<file path="config.mk">
export PLATFORM = sky130hd
export DESIGN_NAME = phantom_clock_gate_flat
export DESIGN_NICKNAME = d
export VERILOG_FILES = /design/src/rtl/phantom_clock_gate_if.sv /design/src/rtl/phantom_clock_gate.sv /design/src/flat_wrapper.sv
export SDC_FILE = /design/constraint.sdc
export NUM_CORES = 1
export LEC_CHECK = 0
export CAP_MARGIN = 20
export CORE_UTILIZATION = 56
export CTS_CLUSTER_SIZE = 12
export DETAILED_ROUTE_END_ITERATION = 8
export PLACE_DENSITY = 0.76
export SLEW_MARGIN = 25
export SYNTH_ARGS = -nofsm -noshare
export SYNTH_HDL_FRONTEND = slang
export SYNTH_SLANG_ARGS = --single-unit
</file>
<file path="constraint.sdc">
create_clock -name i_c7m -period 2.3 [get_ports i_c7m]
set_input_delay 0.46 -clock i_c7m [delete_from_list [all_inputs] [get_ports i_c7m]]
set_output_delay 0.46 -clock i_c7m [all_outputs]
set_load 0.02 [all_outputs]
</file>
<file path="src/rtl/phantom_clock_gate_if.sv">
// Bus-side signals of the phantom timekeeper: qualified ROM accesses in, gated select and D0 drive out.
interface phantom_clock_gate_if;
    logic ACC_STB;
    logic RAMROMCS;
    logic A0;
    logic A2;
    logic TICK;
    logic RAMROMCSgb;
    logic CLKDOE;
    logic CLKD0;
    logic XFER;

    modport master (
        output ACC_STB, RAMROMCS, A0, A2, TICK,
        input  RAMROMCSgb, CLKDOE, CLKD0, XFER
    );

    modport slave (
        input  ACC_STB, RAMROMCS, A0, A2, TICK,
        output RAMROMCSgb, CLKDOE, CLKD0, XFER
    );
endinterface

</file>
<file path="src/rtl/phantom_clock_gate.sv">
// DS1215-style phantom clock: unlocks on a 64-bit ROM access pattern, then serves/accepts 64 BCD time bits.
// Optional feature macro: CENTI_EN (100 Hz TICK with a live centisecond field).
module phantom_clock_gate #(
    parameter logic [63:0] PATTERN    = 64'h5CA3_3AC5_5CA3_3AC5,
    parameter logic [63:0] RESET_TIME = 64'h0001_0101_0000_0000
) (
    input  logic                i_c7m,
    input  logic                i_res,
    phantom_clock_gate_if.slave bus
);

    typedef enum logic {ST_MATCH, ST_XFER} state_t;
    typedef enum logic [1:0] {DIR_NONE, DIR_RD, DIR_WR} dir_t;

    state_t      r_state;
    dir_t        r_dir;
    logic [5:0]  r_bitcnt;
    logic [63:0] r_shift;
    logic [63:0] r_time;

    // Values at or above the field limit are treated as the limit, so they roll to the minimum.
    function automatic logic [7:0] bcd_step(input logic [7:0] v, input logic [7:0] lim,
                                            input logic [7:0] min_v);
        logic [7:0] r;
        if (v >= lim)
            r = min_v;
        else if (v[3:0] >= 4'd9)
            r = {v[7:4] + 4'd1, 4'd0};
        else
            r = {v[7:4], v[3:0] + 4'd1};
        return r;
    endfunction

    logic        w_qual;
    logic        w_pat_hit;
    logic        w_pat_first;
    logic        w_last;
    logic        w_dir_clash;
    dir_t        w_dir_now;
    logic [63:0] w_shift_wr;
    logic [63:0] w_commit;
    logic [63:0] w_time_inc;
    logic [7:0]  w_cc_next;
    logic        w_c_ss;
    logic        w_c_mm;
    logic        w_c_hh;
    logic        w_c_day;

    assign w_qual      = bus.ACC_STB & bus.RAMROMCS;
    assign w_pat_hit   = (bus.A0 == PATTERN[r_bitcnt]);
    assign w_pat_first = (bus.A0 == PATTERN[0]);
    assign w_last      = (r_bitcnt == 6'd63);
    assign w_dir_now   = bus.A2 ? DIR_RD : DIR_WR;
    assign w_dir_clash = (r_dir != DIR_NONE) && (r_dir != w_dir_now);
    assign w_shift_wr  = {bus.A0, r_shift[63:1]};

`ifdef CENTI_EN
    assign w_c_ss    = (r_time[7:0] >= 8'h99);
    assign w_cc_next = bcd_step(r_time[7:0], 8'h99, 8'h00);
    assign w_commit  = w_shift_wr;
`else
    assign w_c_ss    = 1'b1;
    assign w_cc_next = r_time[7:0];
    assign w_commit  = {w_shift_wr[63:8], 8'h00};
`endif

    assign w_c_mm  = w_c_ss & (r_time[15:8]  >= 8'h59);
    assign w_c_hh  = w_c_mm & (r_time[23:16] >= 8'h59);
    assign w_c_day = w_c_hh & (r_time[31:24] >= 8'h23);

    assign w_time_inc = {
        r_time[63:40],
        w_c_day ? bcd_step(r_time[39:32], 8'h07, 8'h01) : r_time[39:32],
        w_c_hh  ? bcd_step(r_time[31:24], 8'h23, 8'h00) : r_time[31:24],
        w_c_mm  ? bcd_step(r_time[23:16], 8'h59, 8'h00) : r_time[23:16],
        w_c_ss  ? bcd_step(r_time[15:8],  8'h59, 8'h00) : r_time[15:8],
        w_cc_next
    };

    always_ff @(posedge i_c7m) begin
        if (i_res) begin
            r_state  <= ST_MATCH;
            r_dir    <= DIR_NONE;
            r_bitcnt <= 6'd0;
            r_shift  <= 64'd0;
            r_time   <= RESET_TIME;
        end else begin
            // NOTE: non-blocking assignments resolve last-wins, so a write commit below overrides the tick.
            if (bus.TICK)
                r_time <= w_time_inc;

            if (w_qual) begin
                case (r_state)
                    ST_MATCH: begin
                        if (bus.A2) begin
                            r_bitcnt <= 6'd0;
                        end else if (w_pat_hit) begin
                            if (w_last) begin
                                r_state  <= ST_XFER;
                                r_bitcnt <= 6'd0;
                                r_dir    <= DIR_NONE;
                                r_shift  <= r_time;
                            end else begin
                                r_bitcnt <= r_bitcnt + 6'd1;
                            end
                        end else begin
                            r_bitcnt <= w_pat_first ? 6'd1 : 6'd0;
                        end
                    end
                    ST_XFER: begin
                        if (w_dir_clash) begin
                            r_state  <= ST_MATCH;
                            r_bitcnt <= 6'd0;
                            r_dir    <= DIR_NONE;
                        end else begin
                            r_dir   <= w_dir_now;
                            r_shift <= bus.A2 ? (r_shift >> 1) : w_shift_wr;
                            if (w_last) begin
                                r_state  <= ST_MATCH;
                                r_bitcnt <= 6'd0;
                                r_dir    <= DIR_NONE;
                                if (!bus.A2)
                                    r_time <= w_commit;
                            end else begin
                                r_bitcnt <= r_bitcnt + 6'd1;
                            end
                        end
                    end
                    default: r_state <= ST_MATCH;
                endcase
            end
        end
    end

    assign bus.RAMROMCSgb = bus.RAMROMCS & (r_state != ST_XFER);
    assign bus.CLKDOE     = (r_state == ST_XFER) & bus.RAMROMCS & bus.A2 & (r_dir != DIR_WR);
    assign bus.CLKD0      = r_shift[0];
    assign bus.XFER       = (r_state == ST_XFER);

endmodule

</file>
<file path="src/flat_wrapper.sv">
// flat-port wrapper written by rule: the top's interface ports become plain ports
module phantom_clock_gate_flat 
#(
    parameter logic [63:0] PATTERN    = 64'h5CA3_3AC5_5CA3_3AC5,
    parameter logic [63:0] RESET_TIME = 64'h0001_0101_0000_0000
)
  (i_c7m, i_res, bus_ACC_STB, bus_RAMROMCS, bus_A0, bus_A2, bus_TICK, bus_RAMROMCSgb, bus_CLKDOE, bus_CLKD0, bus_XFER);
  phantom_clock_gate_if bus_i ();
  input  logic i_c7m;
  input  logic i_res;
  input wire logic [$bits(bus_i.ACC_STB)-1:0] bus_ACC_STB;
  input wire logic [$bits(bus_i.RAMROMCS)-1:0] bus_RAMROMCS;
  input wire logic [$bits(bus_i.A0)-1:0] bus_A0;
  input wire logic [$bits(bus_i.A2)-1:0] bus_A2;
  input wire logic [$bits(bus_i.TICK)-1:0] bus_TICK;
  output wire logic [$bits(bus_i.RAMROMCSgb)-1:0] bus_RAMROMCSgb;
  output wire logic [$bits(bus_i.CLKDOE)-1:0] bus_CLKDOE;
  output wire logic [$bits(bus_i.CLKD0)-1:0] bus_CLKD0;
  output wire logic [$bits(bus_i.XFER)-1:0] bus_XFER;
  assign bus_i.ACC_STB = bus_ACC_STB;
  assign bus_i.RAMROMCS = bus_RAMROMCS;
  assign bus_i.A0 = bus_A0;
  assign bus_i.A2 = bus_A2;
  assign bus_i.TICK = bus_TICK;
  assign bus_RAMROMCSgb = bus_i.RAMROMCSgb;
  assign bus_CLKDOE = bus_i.CLKDOE;
  assign bus_CLKD0 = bus_i.CLKD0;
  assign bus_XFER = bus_i.XFER;
  phantom_clock_gate #(.PATTERN(PATTERN), .RESET_TIME(RESET_TIME)) u_core (.i_c7m(i_c7m), .i_res(i_res), .bus(bus_i));
endmodule
</file>
* Yosys cells after proc, flatten, opt, wreduce, memory -nomap -nowiden
Memory sizes are Yosys's and may differ from the RTL's. A register that Yosys moved wholly into a read port is not among the register bits.
Index checks and enable logic that the tools add are counted.
** Storage, ports and cells
- Input bits :: 7
- Flip-flop bits (word level) :: 137
- Output and inout bits :: 4
- Memory bits (read-only) :: 64
- Memories kept :: 1
- Word-level logic and storage cells :: 89
** Memories
- (name not given) :: words 64, bits a word 1, rd ports 1, clocked after Yosys merged registers in 1, write ports 0, RTL line phantom_clock_gate.sv:50 : assign w_pat_hit = (bus.A0 == PATTERN[r_bitcnt]);
** Operators by class
- Add/subtract/negate cells :: 9
- Equality and inequality tests :: 8
- Muxes and demuxes :: 45
- $lt $le $gt $ge :: 9
- Reductions and logical operators :: 4
- Bitwise logic cells :: 8
** Operators with widths (number)
- $mux 64 :: 10
- $pmux 64 s2 :: 1
- $mux 8 :: 11
- $mux 40 :: 1
- $mux 6 :: 6
- $add 4x1->4 const B :: 8
- $ge 4x4->1 const B :: 4
- $ge 8x7->1 const B :: 2
- $mux 2 :: 6
- $pmux 6 s2 :: 1
- $ge 8x3->1 const B :: 1
- $ge 8x6->1 const B :: 1
- $and 1x1->1 :: 7
- $lt 6x7->1 const B :: 1
- $mux 1 :: 7
- $add 6x1->6 const B :: 1
- $eq 6x6->1 const B :: 1
- $ne 2x2->1 const B :: 3
- $reduce_and 5->1 :: 1
- $ne 2x1->1 const B :: 2
- $pmux 2 s2 :: 1
- $reduce_and 4->1 :: 1
- $ne 2x2->1 :: 1
- $pmux 1 s2 :: 1
- other kinds (4) :: 4

* Longest topological paths before layout
Gate-level depths: netlist of run 1.
- Word-level depth :: 10
- Mapped depth :: 10
- Depth with buffers taken out :: 9

* Worst setup path before layout of run 1
No wires, ideal clock.
- Kind :: reg2out
- Start :: register u_core.r_state, in the netlist u_core.bus.XFER
- End :: output port bus_CLKDOE
- Path slack :: 0.054 ns
- Stages on the path, launching flop included :: 6
- Data arrival time :: 1.786 ns
- Buffers on the path :: 3
- Cell sequence :: dfxtp_1 > buf_2 > clkbuf_1 > clkbuf_1 > nand3_1 > a21oi_1
** On the way
- Longest elaborated chain between the ends :: 3
** Ends and longest elaborated chain
- from (decl) :: RTL line phantom_clock_gate.sv:15 : state_t r_state;
- from (signal assigned) :: RTL line phantom_clock_gate.sv:82 : r_state <= ST_MATCH;
- from (signal assigned) :: RTL line phantom_clock_gate.sv:99 : r_state <= ST_XFER;
- from (signal assigned) :: RTL line phantom_clock_gate.sv:112 : r_state <= ST_MATCH;
- $and 1x1->1 (3 in series) :: RTL line phantom_clock_gate.sv:136 : assign bus.CLKDOE = (r_state == ST_XFER) & bus.RAMROMCS & bus.A2 & (r_dir != DIR_WR);
- to (decl) :: RTL line flat_wrapper.sv:17 : output wire logic [$bits(bus_i.CLKDOE)-1:0] bus_CLKDOE;
No other way between the ends.

* Final worst setup path of run 1
- Start :: register u_core.r_time[8]
- End :: register u_core.r_time[34]
** On the way
- Longest elaborated chain between the ends :: 10
** Ends and longest elaborated chain
- from (decl) :: RTL line phantom_clock_gate.sv:19 : logic [63:0] r_time;
- from (signal assigned) :: RTL line phantom_clock_gate.sv:90 : r_time <= w_time_inc;
- from (signal assigned) :: RTL line phantom_clock_gate.sv:123 : r_time <= w_commit;
- $ge 8x7->1 (*) :: RTL line phantom_clock_gate.sv:67 : assign w_c_mm = w_c_ss & (r_time[15:8] >= 8'h59);
- $and 1x1->1 (*) :: RTL line phantom_clock_gate.sv:68 : assign w_c_hh = w_c_mm & (r_time[23:16] >= 8'h59);
- $and 1x1->1 (*) :: RTL line phantom_clock_gate.sv:69 : assign w_c_day = w_c_hh & (r_time[31:24] >= 8'h23);
- $mux 8 (*) :: RTL line phantom_clock_gate.sv:73 : w_c_day ? bcd_step(r_time[39:32], 8'h07, 8'h01) : r_time[39:32],
- $mux 40 (*) :: RTL line phantom_clock_gate.sv:89 : if (bus.TICK)
- $mux 64 :: RTL line phantom_clock_gate.sv:122 : if (!bus.A2)
- $mux 64 :: RTL line phantom_clock_gate.sv:118 : if (w_last) begin
- $mux 64 :: RTL line phantom_clock_gate.sv:111 : if (w_dir_clash) begin
- $mux 64 :: RTL line phantom_clock_gate.sv:93 : case (r_state)
- $mux 64 (*) :: RTL line phantom_clock_gate.sv:92 : if (w_qual) begin
Mark *: on every way between the ends. The rest lies on a longest branch, timed or not.
A chain may end at the register's enable or synchronous reset.

==> results of run 1 <==
-- power breakdown --
part           internal, W  total (W)  leakage [nW]  switching (W)
clock network      0.00209    0.00307         0.332       0.000973
logic            0.0000570   0.000144          1.14      0.0000867
registers          0.00226    0.00226          1.05     0.00000549
-- kinds of logic (layout without fill, tap and decap cells) --
group,Yosys count,in the layout,share of synthesized area [%]
and+or+nand+nor,273,273,20.3
AOI/OAI and AO/OA,174,174,18.5
DFF,130,130,41.3
buffers and inverters,71,102,5.07
muxes,61,61,9.71
adders and majority gates,22,22,4.37
xor gates and xnor gates,5,5,0.814
-- cell type report --
class	instances	area (um^2)	share of cell area, %
clock buffers	23	477	6.40
clock inverters	9	199	2.67
inverters	19	71.3	0.957
multi-input cells	535	3430	46.0
flip-flops and latches	130	2610	35.0
well taps	140	175	2.35
repair buffers	51	498	6.68
-- layout by cell type, fill, tap and decap left out, types with 3 or more instances in the layout --
cell and instances:
nor2b_1 3, nand3b_1 5, nand2_1 80, buf_12 7
o21ai_1 3, o21ai_0 20, clkbuf_16 16, inv_1 19
dfxtp_1 129, and2_1 4, nand4_1 3, ha_1 22
xnor2_1 4, a21oi_1 47, bufinv_16 6, clkdlybuf4s50_1 7
a22oi_1 10, nor4_1 5, nand3_1 21, buf_4 34
nor3_1 13, clkbuf_8 5, nor2_1 106, a211oi_1 64
nand2b_1 6, mux2i_1 60, a311oi_1 5
-- metrics by stage --
step           total power (W)  cell area [um^2]
3_5_place_dp           0.00245              6720
6_report               0.00547              7450
2_1_floorplan          0.00240              6300
3_3_place_gp           0.00245              6720
4_1_cts                0.00550              7410
5_1_grt                0.00562              7450
-- final timing paths --
check,from,end,slack (ns),cells past startpoint
worst max-delay path,u_core.r_time[8]$_SDFF_PP0_,u_core.r_time[34]$_SDFF_PP0_,0.08,8
worst min-delay path,i_res,u_core.r_shift[1]$_SDFFE_PP0P_,0.27,2
worst min register to register,u_core.r_time[51]$_SDFFE_PP0P_,u_core.r_time[51]$_SDFFE_PP0P_,0.45,2
worst max register to register,u_core.r_time[8]$_SDFF_PP0_,u_core.r_time[34]$_SDFF_PP0_,0.08,8
-- per-layer routing --
metal  routed length [um]  global-route usage, %  up-vias
met3                  484                   5.85       22
met4                  240                   10.5        0
li1                     -                      -     2659
met2                 6540                   39.9       89
met5                    0                      0        -
met1                 6390                   30.9     2553
-- registers in the layout (all words and copies together) (netlist names), named ones only --
name,flops
u_core.r_bitcnt,6
u_core.r_shift,64
u_core.r_time,56
u_core.bus.XFER,1
u_core.r_dir,2
-- timing repair --
item | in CTS | in global routing
endpoints found under the setup margin | 4 | 39
gates cloned | 0 | 0
gates resized for setup | 3 | 7
pin swaps | 0 | 3
setup buffers | 0 | 2
==> metrics.md, run 1 <==
| Metric | Value |
|---|---|
| Layout cells sized above 1 | a little under an eighth |
| Worst min path class | input pin to flip-flop |
| Max-slew violations | 0 |
| GP Congestion | between 0.8 and 0.9 |
| Clk buf depth | 2 |
| GR Util All Layers | between 20% and 30% |
| Critical path's slowest cell | or4_1 |
| HPWL after DPL | around 8500 um |
| TritonCTS clock tree | built |
| Status | finished, final reports clean |
| Hold buffer count at CTS | 0 |
| EDFF count, synth | 0 |
| Worst slew margin | 56.1% |
| Crit-path leading delay family | simple AND/OR/NAND/NOR gates |
| Yosys cell types | 63 |
| Die Area | about 0.012 mm^2 |
| Number of buffers and inverters on the critical path | 1 |
| Data required, critical path | about 2.7 ns |
| ANT nets after route | 0 |
| Largest net degree at the start of global routing | 43 |
| First-pass iteration count of the detailed router | 4 |
| Vias in the first global route | between 4000 and 5000 |
| Synthesized Nets | about 770 |
| Die Ht | 108 um |
| Iteration-0 DRC count of the detailed router | between 400 and 500 |
| Post-synth top area cell | dfxtp_1 |
| CTS clock-pin slew for the worst setup and hold paths | 0.06 ns |
| Worst-Skew Late Latency | approximately 0.53 ns |
| Final Util | between 60% and 70% |
| Peak VDD IR | 0.431 mV |
| Max FO, Critical Path | 5 |
| Routed vias | 5323 |
| Starting density of the core | 57.8% |
| Die Wd | ~110 um |
| Core ar. | 0.0109 mm^2 |
| CTS root buffer | clkbuf_8 |
| Total grt overflow | 0 |
| Final setup fails | 0 |
| Mean post-synth cell area | around 8.6 um^2 |
| CTS Buf Count | 17 |
| Initial antenna violation count | 0 |
| CTS H-tree depth | 4 |
| Residual DRC | 0 |
| WP data arrival | 2.67 ns |
| Final hold vios | 0 |
| Worst Setup End Kind | flip-flop |
| Commonest cells in the netlist | 130 x dfxtp_1, 106 x nor2_1, 80 x nand2_1, 64 x a211oi_1, 60 x mux2i_1 |
| Per-cell routed wire length | about 15 um |
| Cell with the most instances after synthesis | dfxtp_1 |
| Top FF cell, synth | dfxtp_1 |
| Synth Cell Area | 0.00630 mm^2 |
| Vias per cell | between 5 and 6 |
| Fin nets | 783 |
| Setup ws final | roughly 0.076 ns |
| Fillers | between 800 and 900 |
| Port Buffers | 10 |
| Unrepaired setup endpoints after global routing | yes |
| Highest clock rate | ~450 MHz |
| Min cycle time layout | 2.22 ns |
| # rows | 38 |
| Worst-Margin Slew | approximately 0.66 ns |
| Top Ports | 11 |
| Seq/Total Area, Yosys | between 40% and 50% |
| Synthesized flop and latch total | 130 |
| WS Path Type | flip-flop to flip-flop |
| Placement Setup Slack | -0.292 ns |
| PD cells | 734 mW/mm^2 |
| Routed Wire Length | between 10000 and 15000 um |
| Biggest cell delay along the critical path | ~0.49 ns |
| Final non-filler cell total | about 910 |
| Global-route wire length before repair | around 23000 um |
| DP Cell Count | 873 |
| Leak | ~2.5 nW |
| FFs w/ async S/R, synth | 0% |
| Synth top area share | roughly two fifths |
| Worst hold slack | 0.268 ns |
| Max Clock Skew | 0.00698 ns |
| Max-cap check violation count | 0 |
| Ys Warns | 0 |
| Setup TNS | 0 ns |
| Clock sink count | 130 |
| Area Overhead vs Synth | 18.3% |
| N_diodes | 0 |
| Synth top area cells | dfxtp_1 41%, mux2i_1 9.5%, a211oi_1 7.6% |
| Startpoint types | flip-flop |
| Post-route clock period utilization | a little over nine tenths |
| Critical path, cell by cell | inv_1 -> ha_1 -> nor3b_1 -> o21ai_2 -> and3_4 -> nand3_1 -> or4_1 -> a311oi_1 |
| Mapped Cells | around 740 |
Power figures use the tool's default switching activity.
==> run 2, diff against run 1 <==
--- a/config.mk
+++ b/config.mk
@@ -6,10 +6,9 @@
 export NUM_CORES = 1
 export LEC_CHECK = 0
 export CAP_MARGIN = 20
-export CORE_UTILIZATION = 56
-export CTS_CLUSTER_SIZE = 12
+export CORE_UTILIZATION = 30
+export CTS_CLUSTER_SIZE = 10
 export DETAILED_ROUTE_END_ITERATION = 8
-export PLACE_DENSITY = 0.76
 export SLEW_MARGIN = 25
 export SYNTH_ARGS = -nofsm -noshare
 export SYNTH_HDL_FRONTEND = slang
==> metrics.md, run 2 (synthesized netlist as in run 1, its figures left out) <==
| Metric | Value |
|---|---|
| Status | finished, final reports clean |
| Startpoint types | input pin |
| Unrepaired setup endpoints after global routing | yes |
| Final Util | approximately 37% |
| Max-cap check violation count | 0 |
| Die Wd | about 150 um |
| Sequential Power Share | between 40 and 50% |
| Residual DRC | 0 |
| Worst Reg-to-Reg Cells | 8 |
| Largest net degree at the start of global routing | 120 |
| Largest reg by FF count | u_core.r_shift |
| Setup TNS | 0 ns |
| Clock power frac | between 50% and 60% |
| Clock sink count | 130 |
| Fin nets | 784 |
| NetSw | 0.00117 W |
| Routed Wire Length | 13300 um |
| Most frequent cells in the layout | 128 x dfxtp_1, 106 x nor2_1, 80 x nand2_1 |
| Internal | just over 0.004 W |
| Final non-filler cell total | a little over 1000 |
| Peak VDD IR | approximately 0.5 mV |
| Worst min path class | input pin to flip-flop |
| Core ar. | 0.0204 mm^2 |
| Routed vias | between 5000 and 6000 |
| Area Overhead vs Synth | 19.7% |
| Die Ht | around 150 um |
| CTS H-tree depth | 4 |
| Fillers | between 2000 and 2500 |
| Worst slew margin | about 60% |
| TritonCTS clock tree | built |
| N_diodes | 0 |
| Global-route wire length before repair | between 20000 and 25000 um |
| Min-Delay Path Depth | 2 |
| WS Path Type | input pin to primary output |
| Starting density of the core | between 30% and 40% |
| CTS clock-pin slew for the worst setup and hold paths | around 0.06 ns |
| First-pass iteration count of the detailed router | 5 |
| Max-slew violations | 0 |
| GP Congestion | approximately 0.73 |
| Data required, critical path | about 1.8 ns |
| Top Ports | 11 |
| DP Cell Count | just over 1000 |
| # rows | 52 |
| Layout cells sized above 1 | about an eighth |
| Worst-Margin Slew | ~0.6 ns |
| Pwr Total | around 0.0052 W |
| CTS Buf Count | 17 |
| Highest clock rate | between 400 and 500 MHz |
| Clk buf depth | 2 |
| Commonest non-fill, non-tap cell in the layout | dfxtp_1 |
| Worst-Skew Late Latency | ~0.42 ns |
| Vias in the first global route | 4704 |
| Combinational Power Share | under 10% |
| Hold buffer count at CTS | 0 |
| PD cells | 695 mW/mm^2 |
| Worst Setup End Kind | primary output |
| Post-route clock period utilization | a little over nine tenths |
| GR Util All Layers | between 10% and 20% |
| Die Area | about 0.022 mm^2 |
| WP data arrival | about 1.8 ns |
| Max FO, Critical Path | 4 |
| CTS root buffer | clkbuf_16 |
| Per-cell routed wire length | roughly 13 um |
| HPWL after DPL | 8160 um |
| Iteration-0 DRC count of the detailed router | roughly 260 |
| Initial antenna violation count | 0 |
| Total grt overflow | 0 |
| Sw frac | between 20 and 25% |
| Leak | between 2 and 2.5 nW |
| Max reg flops | 64 |
| ANT nets after route | 0 |
| Biggest regs | u_core.r_shift: 64 flops, u_core.r_time: 56 flops, u_core.r_bitcnt: 6 flops |
| Vias per cell | 4.97 |
| Final setup fails | 0 |
| Max Clock Skew | between 0.008 and 0.009 ns |
| Port Buffers | 10 |
| Min cycle time layout | roughly 2.2 ns |
| Final hold vios | 0 |
run 2: final cells by class:
| type | count | area (um^2) | share of cell area, % |
|---|---|---|---|
| multi-input cells | 535 | 3420 | 45.4 |
| flip-flops and latches | 130 | 2610 | 34.6 |
| repair buffers | 52 | 487 | 6.46 |
| clock buffers | 18 | 439 | 5.82 |
| well taps | 270 | 338 | 4.48 |
| clock inverters | 14 | 176 | 2.34 |
| inverters | 19 | 71.3 | 0.946 |
run 2: what timing repair did:
item / 4_1_cts / 5_1_grt
buffers inserted: 0 / 0
setup endpoints to repair: 1 / 18
pin swaps: 0 / 1
resized for setup: 1 / 10
run 2: worst max-delay path, stage by stage:
cell and delay (ns):
clkdlybuf4s50_1 0.47, buf_4 0.12, nor2b_1 0.11, clkdlybuf4s50_1 0.60
run 2: power by group through the flow:
stage | clock, W | combinational (W) | sequential, W
global placement | 0 | 0.000146 | 0.00231
finish | 0.00283 | 0.000150 | 0.00226
CTS | 0.00288 | 0.000147 | 0.00226
detailed placement | 0 | 0.000146 | 0.00231
floorplan | 0 | 0.0000909 | 0.00231
global route | 0.00299 | 0.000165 | 0.00226
run 2: routing by layer:
| layer | global-route usage (%) | part of all wire, % | wire length, um | vias up |
|---|---|---|---|---|
| met5 | 0 | 0 | 0 | - |
| met4 | 5.21 | 1.4 | 191 | 0 |
| met3 | 2.48 | 2.9 | 391 | 20 |
| met2 | 19.9 | 45 | 5970 | 59 |
| met1 | 17.2 | 51 | 6740 | 2409 |
| li1 | - | - | - | 2668 |
run 2: path summary, 6_finish.rpt:
check                                                    start                              end  slack, ns
worst max-delay path                              bus_RAMROMCS                   bus_RAMROMCSgb       0.07
worst min register to register  u_core.r_time[54]$_SDFFE_PP0P_   u_core.r_time[54]$_SDFFE_PP0P_       0.45
worst max register to register     u_core.r_time[8]$_SDFF_PP0_     u_core.r_time[34]$_SDFF_PP0_       0.13
worst min-delay path                                     i_res  u_core.r_bitcnt[0]$_SDFFE_PP0P_       0.34
run 2: stage by stage:
stage	cell area, um^2	setup WS, ns	hold slack [ns]
after global placement	6890	-0.286	0.441
after detailed placement	6890	-0.308	0.447
after global routing	7540	-0.0309	0.344
after floorplan	6300	0.0542	0.436
final	7540	0.0671	0.336
after CTS	7510	0.0324	0.322
==> run 3, diff against run 2 <==
--- a/config.mk
+++ b/config.mk
@@ -9,7 +9,7 @@
 export CORE_UTILIZATION = 30
 export CTS_CLUSTER_SIZE = 10
 export DETAILED_ROUTE_END_ITERATION = 8
-export SLEW_MARGIN = 25
+export SLEW_MARGIN = 20
 export SYNTH_ARGS = -nofsm -noshare
 export SYNTH_HDL_FRONTEND = slang
 export SYNTH_SLANG_ARGS = --single-unit
==> results of run 3 <==
Same layout as run 2: the final DEF is identical, and so are final timing and power.
